[src/rtl/acc_drain_pkg.sv]
// acc_drain_pkg: shared constants and types for the acc_drain result drain.
//   FP16 field widths and limits, plus the drain FSM state encoding.
package acc_drain_pkg;

  localparam int          FP16_BIAS       = 15;
  localparam int          FP16_EXP_W      = 5;
  localparam int          FP16_MAN_W      = 10;
  localparam logic [15:0] FP16_MAX_FINITE = 16'h7BFF;

  typedef enum logic [1:0] {
    IDLE = 2'd0,
    CONV = 2'd1,
    SEND = 2'd2
  } state_t;

endpackage

[src/rtl/acc_drain_fp16_pack.sv]
// fp16_pack: combinational signed fixed-point accumulator -> IEEE FP16.
//   Value converted: acc * 2^(acc_exp - 15 - FRAC_BITS).
//   Ports:
//     acc      in  ACC_WIDTH  signed two's-complement accumulator
//     acc_exp  in  5          PE exponent (biased like FP16)
//     fp       out 16         FP16 result (saturated to max finite, flushed to signed zero)
//   Build option: ACC_DRAIN_RNE_EN selects round-to-nearest-even; otherwise the
//   magnitude is truncated and no rounding adder exists.
module fp16_pack
  import acc_drain_pkg::*;
#(
  parameter int ACC_WIDTH = 32,
  parameter int FRAC_BITS = 10
) (
  input  logic signed [ACC_WIDTH-1:0] acc,
  input  logic [FP16_EXP_W-1:0]       acc_exp,
  output logic [15:0]                 fp
);

  localparam int MW = ACC_WIDTH + 1;

  logic                  sign;
  logic signed [MW-1:0]  ext;
  logic [MW-1:0]         mag;
  logic [7:0]            lead;
  logic [MW-1:0]         norm;
  logic [FP16_MAN_W-1:0] man;
  logic signed [9:0]     e_pre;
  logic signed [9:0]     e_rnd;
  logic [FP16_MAN_W:0]   man_rnd;

  // Rounding of the 10-bit mantissa; bit 10 of the result is the carry-out.
`ifdef ACC_DRAIN_RNE_EN
  logic guard, sticky;

  function automatic logic [FP16_MAN_W:0] round_man(input logic [FP16_MAN_W-1:0] m,
                                                   input logic g, input logic s);
    return {1'b0, m} + (FP16_MAN_W+1)'(g & (s | m[0]));
  endfunction
`else
  logic unused_low_bits;

  function automatic logic [FP16_MAN_W:0] round_man(input logic [FP16_MAN_W-1:0] m);
    return {1'b0, m};
  endfunction
`endif

  // Final packing with overflow saturation; zero/underflow are handled earlier.
  function automatic logic [15:0] sat_pack(input logic s, input logic signed [9:0] e,
                                           input logic [FP16_MAN_W-1:0] m);
    if (e >= 10'sd31) return {s, 15'b0} | FP16_MAX_FINITE;
    return {s, e[FP16_EXP_W-1:0], m};
  endfunction

  assign sign = acc[ACC_WIDTH-1];
  assign ext  = {sign, acc};
  // One extra bit keeps |most-negative| representable.
  assign mag  = sign ? MW'(-ext) : MW'(ext);

  always_comb begin
    lead = '0;
    for (int i = 0; i < MW; i++) begin
      if (mag[i]) lead = 8'(i);
    end
  end

  // Normalise so the leading one sits at the top bit of norm.
  assign norm  = mag << (8'(MW - 1) - lead);
  assign man   = norm[MW-2 -: FP16_MAN_W];
  assign e_pre = $signed({5'b0, acc_exp}) + $signed({2'b0, lead}) - 10'(FRAC_BITS);

`ifdef ACC_DRAIN_RNE_EN
  assign guard   = norm[MW-2-FP16_MAN_W];
  assign sticky  = |norm[MW-3-FP16_MAN_W:0];
  assign man_rnd = round_man(man, guard, sticky);
`else
  assign unused_low_bits = ^{norm[MW-1], norm[MW-2-FP16_MAN_W:0]};
  assign man_rnd = round_man(man);
`endif

  // Mantissa carry-out bumps the exponent (mantissa wraps to zero).
  assign e_rnd = man_rnd[FP16_MAN_W] ? e_pre + 10'sd1 : e_pre;

  always_comb begin
    fp = '0;
    if (mag == '0)           fp = 16'h0000;
    else if (e_pre <= 10'sd0) fp = {sign, 15'b0};
    else                     fp = sat_pack(sign, e_rnd, man_rnd[FP16_MAN_W-1:0]);
  end

endmodule

[src/rtl/acc_drain.sv]
// acc_drain: snapshots N*N PE accumulators on a rising edge of done, converts
//   each to FP16 and streams them row-major over valid/ready.
//   Ports:
//     clk, rst (async, active-low)
//     done               in   mm done level, captured on 0->1
//     acc_in / exp_in    in   flattened accumulators / exponents, PE l at l*W
//     out_valid/ready    handshake; out_data FP16, out_idx PE index, out_last final PE
//     busy               out  drain in progress
//     overrun            out  sticky: done rose while busy
//   Build option: ACC_DRAIN_RNE_EN (round-to-nearest-even in fp16_pack).
module acc_drain
  import acc_drain_pkg::*;
#(
  parameter int ACC_WIDTH = 32,
  parameter int N         = 2,
  parameter int FRAC_BITS = 10,
  parameter int IDX_W     = (N * N > 1) ? $clog2(N * N) : 1
) (
  input  logic                   clk,
  input  logic                   rst,
  input  logic                   done,
  input  logic [N*N*ACC_WIDTH-1:0] acc_in,
  input  logic [N*N*5-1:0]       exp_in,
  output logic                   out_valid,
  input  logic                   out_ready,
  output logic [15:0]            out_data,
  output logic [IDX_W-1:0]       out_idx,
  output logic                   out_last,
  output logic                   busy,
  output logic                   overrun
);

  localparam int               NN       = N * N;
  localparam logic [IDX_W-1:0] LAST_IDX = IDX_W'(NN - 1);

  state_t state, state_d;
  logic   done_q;
  logic   rise, capture, load_out, hs;
  logic [IDX_W-1:0] idx;
  logic [15:0] fp;

  logic signed [ACC_WIDTH-1:0] snap_acc [NN];
  logic [4:0]                  snap_exp [NN];

  assign rise = done & ~done_q;
  assign busy = (state != IDLE);

  fp16_pack #(
    .ACC_WIDTH (ACC_WIDTH),
    .FRAC_BITS (FRAC_BITS)
  ) u_pack (
    .acc     (snap_acc[idx]),
    .acc_exp (snap_exp[idx]),
    .fp      (fp)
  );

  always_ff @(posedge clk or negedge rst) begin
    if (!rst) state <= IDLE;
    else      state <= state_d;
  end

  always_comb begin
    state_d  = state;
    capture  = 1'b0;
    load_out = 1'b0;
    hs       = 1'b0;
    case (state)
      IDLE: if (rise) begin
        capture = 1'b1;
        state_d = CONV;
      end
      CONV: begin
        load_out = 1'b1;
        state_d  = SEND;
      end
      SEND: if (out_ready) begin
        hs      = 1'b1;
        state_d = (idx == LAST_IDX) ? IDLE : CONV;
      end
      default: state_d = IDLE;
    endcase
  end

  always_ff @(posedge clk or negedge rst) begin
    if (!rst) begin
      done_q    <= 1'b0;
      overrun   <= 1'b0;
      idx       <= '0;
      out_valid <= 1'b0;
      out_data  <= '0;
      out_idx   <= '0;
      out_last  <= 1'b0;
      for (int l = 0; l < NN; l++) begin
        snap_acc[l] <= '0;
        snap_exp[l] <= '0;
      end
    end else begin
      done_q <= done;
      // A rise that lands outside IDLE is dropped, but remembered.
      if (rise && busy) overrun <= 1'b1;
      if (capture) begin
        idx <= '0;
        for (int l = 0; l < NN; l++) begin
          snap_acc[l] <= acc_in[l*ACC_WIDTH +: ACC_WIDTH];
          snap_exp[l] <= exp_in[l*5 +: 5];
        end
      end
      if (load_out) begin
        out_data  <= fp;
        out_idx   <= idx;
        out_last  <= (idx == LAST_IDX);
        out_valid <= 1'b1;
      end
      if (hs) begin
        out_valid <= 1'b0;
        if (idx != LAST_IDX) idx <= idx + 1'b1;
      end
    end
  end

endmodule

[config.mk]
export PLATFORM = sky130hd
export DESIGN_NAME = acc_drain
export DESIGN_NICKNAME = d
export VERILOG_FILES = /design/src/rtl/acc_drain_pkg.sv /design/src/rtl/acc_drain_fp16_pack.sv /design/src/rtl/acc_drain.sv
export SDC_FILE = /design/constraint.sdc
export NUM_CORES = 1
export LEC_CHECK = 0
export CORE_MARGIN = 2
export CORE_UTILIZATION = 50
export CTS_BUF_LIST = sky130_fd_sc_hd__clkbuf_8 sky130_fd_sc_hd__clkbuf_16
export CTS_CLUSTER_SIZE = 12
export DETAILED_ROUTE_END_ITERATION = 10
export PLACE_DENSITY = 0.75
export SLEW_MARGIN = 10
export SYNTH_ARGS = -nofsm -noshare
export SYNTH_HDL_FRONTEND = slang
export SYNTH_SLANG_ARGS = --single-unit
[constraint.sdc]
create_clock -name clk -period 19.75 [get_ports clk]
set_input_delay 2.9625 -clock clk [delete_from_list [all_inputs] [get_ports clk]]
set_output_delay 2.9625 -clock clk [all_outputs]
set_load 0.02 [all_outputs]
==> out/metrics.cfg, run 1 <==
[floorplanning]
core_area_mm2 = 0.0218
fp-row-count = 54
die_y_um = 153
io_pins = 174
die_w_um = 153
dieArea_mm2 = 0.0234
initial_utilization = 0.508

[place]
placed_cells = 1360
dp_hpwl_um = 19800
io_buffer_count = 173
place.gp.congestion = 0.899

[cts]
cts-resized-gates = 0
clk_pin_slew_worst_paths_ns = 0.07
cts_tree = yes
cts_setup_buffers = 0
clkSinkCount = 174
clk_path_buf_depth = 2
htree_levels = 4
root_buffer = clkbuf_16
holdBufCountCts = 0
cts_buffers = 17
clock_latency_ns = 0.44

[layout]
fin_cells = 1392
finalNetCount = 1261
final_cell_mix = dfrtp_1 (172), clkdlybuf4s50_1 (172), mux2_2 (160)
multiInputGateArea_mm2 = 0.00634
fillers = 1749
synthToLayoutAreaGrowth_pct = 22.4
antenna_cells = 0
ff_latch_area_mm2 = 0.00436
drive_gt1_frac = 0.263

[timing]
fin_crit_ns = 9.62
drv_slew = 0
setup-violations-final = 0
finalClockSkew_ns = 0.0164
finalSetupTns_ns = 0
timing.fmax_ghz = 0.104
tightest_slew_ns = 1.09
hold_viol_final = 0
rsz0062_at_grt = no
relSlewSlack = 0.271
finalCritPeriodShare = 0.487

[route]
vias = 8427
antenna_left = 0
drc_errors = 0
wl_per_cell_um = 19.3
drtPass1Iterations = 6
viasPerCell = 6.05
wl_um = 26800
drt_iter0_markers = 507

[critical_path]
path_max_fanout = 40
cp-start-kind = flop
crit_path_end_kind = flop
startpoint = idx[0]
regToRegStartpoint = idx[0]
critical_path_required_ns = 20.11
cp.arrival_ns = 9.98
critPathKind = flop to flop
cp_slowest_cell = nor3_1
worst_path_largest_cell_delay_ns = 0.81
crit_path_frequent_cell = inv_1
reg2reg_slack_ns = 10.13

[job]
max-cap-violations = 0

[synthesis]
syn_inst = 958
synth_edf_count = 0
synthArstFlopShare = 1.00
syn_avg_cell_area_um2 = 11.6
synth_top_cells_by_area = dfrtp_1 (39%), mux2_2 (16%), mux4_2 (9.5%)
seq_area_frac_synth = 0.393
synth_largest_area_cell = dfrtp_1
syn_nets = 1120
synth_warnings = 0
synth_top_area_frac = 0.393
synth_ff_type = dfrtp_1
yosysUniqueCellTypes = 89
syn_area_mm2 = 0.0111
ys_seq_elements = 174

[global_route]
grt.total_usage = 0.233
grt_max_degree = 89
grt_pass1_wl_um = 44100
grt-ovfl-total = 0
first_global_vias = 8353
antenna_found_initial = 0

[min_path]
worstHoldPathType = flop to flop
holdCritStartpoint = overrun

[status]
status = finished clean

-- worst max-delay path, delay by kind of cell (launching register included) --
kind | cells | cell delay [ns]
buf+inv | 5 | 0.92
fa+ha+maj | 3 | 0.88
compound gates | 12 | 3.44
flops | 1 | 0.38
xor+xnor | 2 | 0.83
mux | 1 | 0.74
simple gates | 5 | 2.36
-- final cells by class --
| class | count | area share |
|---|---|---|
| multi-input combinational | 698 | 0.467 |
| sequential | 174 | 0.321 |
| timing repair buffer | 184 | 0.134 |
| clock buffer | 18 | 0.0324 |
| tap | 280 | 0.0258 |
| clock inverter | 14 | 0.0133 |
| inverter | 24 | 0.00664 |
-- through the flow --
step	hold WS, ns	area (um^2)	setup slack [ns]	utilization
final	0.494	13600	10.13	0.622
after global routing	0.512	13600	9.17	0.622
after CTS	0.491	13600	10.05	0.622
after detailed placement	0.474	13000	10.08	0.594
after global placement	0.465	13000	10.46	0.594
after floorplan	0.475	11100	12.68	-
-- path summary, 6_finish.rpt --
check                               endpoint  depth (start not counted)
max in group asynchronous             idx[1]                          3
worst min register to register       overrun                          1
worst min-delay path                 overrun                          1
worst max-delay path             out_data[9]                         28
min in group asynchronous       snap_exp[17]                          1
worst max register to register   out_data[9]                         28
-- cells by family (layout without fill, tap and decap cells) --
| kind of cell | count (synthesis) | after routing | synth area share |
|---|---|---|---|
| AO/OA/AOI/OAI | 187 | 187 | 0.124 |
| XOR/XNOR | 41 | 41 | 0.0337 |
| adder cells (fa/ha/maj) | 10 | 10 | 0.0120 |
| buffers and inverters | 86 | 240 | 0.0366 |
| flip-flops | 174 | 174 | 0.393 |
| multiplexers | 240 | 240 | 0.289 |
| AND/OR/NAND/NOR | 220 | 220 | 0.112 |
-- metal layers --
metal | up-vias | track usage | routed length, um
li1 | 3922 | - | -
met1 | 4196 | 0.338 | 12200
met2 | 277 | 0.357 | 12500
met3 | 32 | 0.0428 | 1530
met4 | 0 | 0.0719 | 544
met5 | - | 0 | 0
-- synthesized netlist by cell type, drive strengths merged (3+ instances only) --
library cell	instances
a2111oi	3
a211oi	12
a21o	5
a21oi	35
a22o	7
a22oi	3
a31oi	16
a41oi	6
and2	6
and3	5
and4	3
buf	28
clkbuf	34
dfrtp	174
ha	9
inv	24
mux2	160
mux2i	32
mux4	48
nand2	44
nand2b	12
nand3	29
nand4	8
nor2	57
nor2b	4
nor3	15
nor3b	5
nor4	11
o2111ai	5
o211ai	17
o21ai	32
o22ai	7
o31ai	7
o41ai	4
or2	5
or3	6
or4	4
xnor2	28
xor2	13
-- state kept, by name, summed over array words and instances, names as in the netlist --
name and count:
done_q 1, idx 2, out_data 16, out_idx 2
out_last 1, out_valid 1, overrun 1, snap_acc 128
snap_exp 20, state 2
Power of run 1 is not shown: default switching activity piles up to over one toggle a cycle in this logic, so the estimate is an artifact.
==> run 2: changes to the inputs <==
==> constraint.sdc (replaced) <==
create_clock -name clk -period 9.62 [get_ports clk]
set_input_delay 1.443 -clock clk [delete_from_list [all_inputs] [get_ports clk]]
set_output_delay 1.443 -clock clk [all_outputs]
set_load 0.02 [all_outputs]
==> run 2 against run 1 <==
  * Die area stayed put
  * Routed wire length increased by 2.4%
  * Via count grew 1.7%
  * Critical endpoint unchanged
  * Highest routed layer unchanged
==> out/metrics.cfg, run 2 (same netlist as run 1, synthesis figures left out) <==
[critical_path]
r2r-end = out_data[9]
worst_path_largest_cell_delay_ns = 0.82  ; about the same
crit_path_end_kind = flop
path_max_fanout = 24  ; -40%
cp_slowest_cell = dfrtp_2
critical_path_required_ns = 9.99  ; -10.12 ns
critPathKind = flop to flop
cp.arrival_ns = 8.95  ; -1.03 ns
startpoint = idx[0]
regToRegStartpoint = idx[0]
reg2reg_slack_ns = 1.05  ; -9.08 ns
crit_path_frequent_cell = a21oi_1
cp-start-kind = flop
reg2reg_depth = 26  ; -7.1%

[route]
wl_um = 27500  ; +2.4%
drtPass1Iterations = 9  ; +3
vias = 8567  ; +1.7%
drc_errors = 0  ; unchanged
drt_iter0_markers = 584  ; +15%
viasPerCell = 6.15  ; +1.6%
wl_per_cell_um = 19.7  ; +2.3%
antenna_left = 0  ; unchanged

[floorplanning]
die_y_um = 153  ; unchanged
initial_utilization = 0.508  ; unchanged
io_pins = 174  ; unchanged
fp-row-count = 54  ; unchanged
core_area_mm2 = 0.0218  ; unchanged
dieArea_mm2 = 0.0234  ; unchanged
die_w_um = 153  ; unchanged

[cts]
clk_path_buf_depth = 2  ; unchanged
clock_latency_ns = 0.45  ; about the same
cts_buffers = 17  ; unchanged
cts-resized-gates = 0  ; unchanged
root_buffer = clkbuf_16
holdBufCountCts = 0  ; unchanged
clk_pin_slew_worst_paths_ns = 0.07  ; about the same
clkSinkCount = 174  ; unchanged
cts_setup_buffers = 0  ; unchanged
cts_tree = yes
htree_levels = 4  ; unchanged

[place]
place.gp.congestion = 0.881  ; -2.1%
dp_hpwl_um = 20100  ; +1.4%
placed_cells = 1361  ; +0.074%
io_buffer_count = 173  ; unchanged

[layout]
synthToLayoutAreaGrowth_pct = 22.3  ; about the same
drive_gt1_frac = 0.264  ; +0.00156
final_cell_mix = dfrtp_1 (172), clkdlybuf4s50_1 (172), mux2_2 (160)
largest_reg_flops = 128  ; unchanged
antenna_cells = 0  ; unchanged
finalNetCount = 1262  ; +0.079%
top_register = snap_acc
fin_cells = 1393  ; +0.072%
reg_top3 = snap_acc (128), snap_exp (20), out_data (16)

[job]
max-cap-violations = 0  ; unchanged

[timing]
timing.fmax_ghz = 0.117  ; +12%
rsz0062_at_grt = no
hold_viol_final = 0  ; unchanged
finalSetupTns_ns = 0  ; unchanged
finalCritPeriodShare = 0.891  ; +0.404
finalClockSkew_ns = 0.0160  ; -0.000397 ns
fin_crit_ns = 8.57  ; -1.05 ns
setup-violations-final = 0  ; unchanged
relSlewSlack = 0.345  ; +0.0737
tightest_slew_ns = 0.982  ; -0.111 ns
drv_slew = 0  ; unchanged
whs_ns = 0.490  ; -0.00364 ns

[global_route]
first_global_vias = 8501  ; +1.8%
grt_max_degree = 102  ; +15%
grt-ovfl-total = 0  ; unchanged
grt_busiest_layer = met2
grt_pass1_wl_um = 44500  ; +1.0%
grt.total_usage = 0.235  ; +0.00264
antenna_found_initial = 0  ; unchanged
grtUsageMet3 = 0.0428  ; unchanged
use_met1 = 0.334  ; -0.00475
use_met2 = 0.373  ; +0.0160

[min_path]
min_to = overrun
holdCritStartpoint = overrun
worstHoldPathType = flop to flop
worstHoldPathCells = 1  ; unchanged

[status]
status = finished clean

[run 2: cell count changes in the layout (fill, tap and decap cells not counted)]
cell | previous run | this run
clkinv_8 | 2 | 3
buf_4 | 11 | 12
clkbuf_8 | 1 | 0
clkinvlp_4 | 2 | 3
clkinv_4 | 2 | 3
bufinv_16 | 2 | 1
inv_1 | 24 | 23
[run 2: per-stage QoR]
| stage | cell area [um^2] | util | setup slack [ns] |
|---|---|---|---|
| 2_1_floorplan | 11100 | - | 2.55 |
| 3_3_place_gp | 13000 | 0.594 | 1.44 |
| 3_5_place_dp | 13000 | 0.594 | 0.985 |
| 4_1_cts | 13600 | 0.622 | 0.977 |
| 5_1_grt | 13600 | 0.622 | 0.367 |
| 6_report | 13600 | 0.622 | 1.05 |
[run 2: worst max path at each step]
| stage | end | slack [ns] | cells past startpoint |
|---|---|---|---|
| detailed placement | out_data[9] | 0.99 | 26 |
| floorplan | out_data[9] | 2.55 | 35 |
| global route | out_data[9] | 0.37 | 29 |
| finish | out_data[9] | 1.05 | 26 |
| global placement | out_data[9] | 1.44 | 26 |
| CTS | out_data[9] | 0.98 | 26 |
[run 2: worst max-delay path, delay by kind of cell (launching register included)]
family	cells	cell delay, ns
AOI/OAI and AO/OA	12	2.54
xor gates and xnor gates	2	0.87
adders and majority gates	2	0.64
buffers and inverters	4	1.01
DFF	1	0.82
muxes	1	0.69
and+or+nand+nor	5	1.92
[run 2: cell type report]
type	count	area (um^2)
Inverter	24	90.1
Clock buffer	17	425
Clock inverter	15	179
Tap cell	280	350
Fill cell	1737	8260
Multi-Input combinational cell	698	6340
Timing Repair Buffer	185	1820
Sequential cell	174	4360
[run 2: layer usage]
metal / up-vias / share of wire / routed length (um)
li1: 3935 / - / -
met1: 4276 / 0.46 / 12500
met2: 313 / 0.48 / 13000
met3: 43 / 0.052 / 1430
met4: 0 / 0.017 / 454
met5: - / 0 / 0
Power of run 2 is left out for the same reason.
==> run 3: changes to the inputs <==
--- a/config.mk
+++ b/config.mk
@@ -10,7 +10,9 @@
 export CTS_BUF_LIST = sky130_fd_sc_hd__clkbuf_8 sky130_fd_sc_hd__clkbuf_16
 export CTS_CLUSTER_SIZE = 12
 export DETAILED_ROUTE_END_ITERATION = 10
+export GPL_ROUTABILITY_DRIVEN = 0
 export PLACE_DENSITY = 0.75
+export SETUP_SLACK_MARGIN = 0.4
 export SLEW_MARGIN = 10
 export SYNTH_ARGS = -nofsm -noshare
 export SYNTH_HDL_FRONTEND = slang
==> run 3 against run 2 <==
  * Die area is the same
  * Via count down 1.0%
  * First-iteration DRC count decreased by 5.1%
  * Flip-flop and latch count did not move
  * Clock-buffer cell count grew 1
  * Cell count barely moved
==> out/metrics.cfg, run 3 (same netlist as run 1, synthesis figures left out) <==
[critical_path]
r2r-end = out_data[9]
critical_path_required_ns = 9.98  ; about the same
reg2reg_depth = 27  ; +3.8%
cp-start-kind = flop
cp.arrival_ns = 8.63  ; -0.32 ns
reg2reg_slack_ns = 1.34  ; +0.30 ns
cp-endpoint = out_data[9]
critPathKind = flop to flop
startpoint = idx[0]
regToRegStartpoint = idx[0]
crit_path_end_kind = flop
path_max_fanout = 24  ; unchanged

[cts]
holdBufCountCts = 0  ; unchanged
cts-resized-gates = 0  ; unchanged
clock_latency_ns = 0.43  ; -0.02 ns
cts_buffers = 17  ; unchanged
clkSinkCount = 174  ; unchanged
clk_path_buf_depth = 2  ; unchanged
clk_pin_slew_worst_paths_ns = 0.07  ; about the same
cts_tree = yes
root_buffer = clkbuf_16
htree_levels = 4  ; unchanged
cts_setup_buffers = 0  ; unchanged

[layout]
antenna_cells = 0  ; unchanged
fin_cells = 1392  ; -0.072%
finalNetCount = 1262  ; unchanged
top_register = snap_acc
final_cell_mix = dfrtp_1 (172), clkdlybuf4s50_1 (172), mux2_2 (160)
reg_top3 = snap_acc (128), snap_exp (20), out_data (16)
synthToLayoutAreaGrowth_pct = 22.4  ; about the same
drive_gt1_frac = 0.263  ; -0.000662
largest_reg_flops = 128  ; unchanged
final_cell_area_mm2 = 0.0136  ; about the same

[status]
status = finished clean

[place]
placed_cells = 1361  ; unchanged
placed_area_mm2 = 0.0130  ; unchanged
dp_hpwl_um = 20300  ; +1.1%
io_buffer_count = 173  ; unchanged

[timing]
setup-violations-final = 0  ; unchanged
relSlewSlack = 0.301  ; -0.0437
timing.fmax_ghz = 0.121  ; +3.6%
tightest_slew_ns = 1.05  ; +0.0655 ns
fin_crit_ns = 8.28  ; -0.295 ns
whs_ns = 0.484  ; -0.00584 ns
drv_slew = 0  ; unchanged
hold_viol_final = 0  ; unchanged
finalCritPeriodShare = 0.860  ; -0.0307
finalClockSkew_ns = 0.0103  ; -0.00569 ns
rsz0062_at_grt = no
finalSetupTns_ns = 0  ; unchanged

[route]
drt_iter0_markers = 554  ; -5.1%
vias = 8480  ; -1.0%
drtPass1Iterations = 6  ; -3
wl_per_cell_um = 19.5  ; -0.90%
viasPerCell = 6.09  ; -0.94%
wl_um = 27200  ; -0.97%
antenna_left = 0  ; unchanged
drc_errors = 0  ; unchanged

[min_path]
worstHoldPathType = flop to flop

[global_route]
grt_pass1_wl_um = 44900  ; +0.93%
first_global_vias = 8514  ; +0.15%
grt_max_degree = 105  ; +2.9%
antenna_found_initial = 0  ; unchanged
grt.total_usage = 0.236  ; +0.00110
grt-ovfl-total = 0  ; unchanged

[floorplanning]
io_pins = 174  ; unchanged
dieArea_mm2 = 0.0234  ; unchanged
die_y_um = 153  ; unchanged
initial_utilization = 0.508  ; unchanged
fp-row-count = 54  ; unchanged
core_area_mm2 = 0.0218  ; unchanged
die_w_um = 153  ; unchanged

[job]
max-cap-violations = 0  ; unchanged

run 3: per-stage QoR:
step	setup WS (ns)	utilization
floorplan	2.55	-
global placement	1.70	0.594
detailed placement	1.42	0.594
CTS	1.38	0.622
global route	0.512	0.622
finish	1.34	0.622
run 3: critical path: stages, from the launching register on:
cell,delay [ns]
dfrtp_2,0.77
buf_4,0.52
mux4_2,0.69
nor2_1,0.36
nand3_1,0.53
o41ai_2,0.54
xor2_1,0.41
o221ai_1,0.17
a22o_1,0.24
a21oi_4,0.10
buf_4,0.36
ha_1,0.25
inv_1,0.06
fa_1,0.39
inv_1,0.07
a21o_1,0.10
a21oi_1,0.07
xnor2_1,0.38
o21ai_0,0.16
a21oi_1,0.16
nor2_1,0.06
a311oi_1,0.29
buf_4,0.21
nor2b_1,0.57
a21oi_1,0.15
nor3b_1,0.18
a221o_1,0.31
o21ai_1,0.07
run 3: worst min path at each step:
stage,start,end,slack [ns],cells past startpoint
finish,overrun,overrun,0.48,1
detailed placement,overrun,overrun,0.47,1
CTS,overrun,overrun,0.48,1
global route,overrun,overrun,0.49,1
floorplan,snap_acc[32],snap_acc[32],0.48,1
global placement,overrun,overrun,0.47,1
run 3: final cells by class:
cell class	instances	area [um^2]
tap	280	350
fill	1724	8250
inverter	24	90.1
clock inverter	13	175
multi-input combinational	698	6340
sequential	174	4360
clock buffer	18	439
timing repair buffer	185	1820
run 3: metal layers:
metal  track usage  wire (um)  vias to the layer above
met1         0.342      12300                     4237
met5             0          0                        -
met2         0.373      13000                      284
met4        0.0675        497                        0
li1              -          -                     3921
met3        0.0369       1400                       38
Power of run 3 is left out for the same reason.
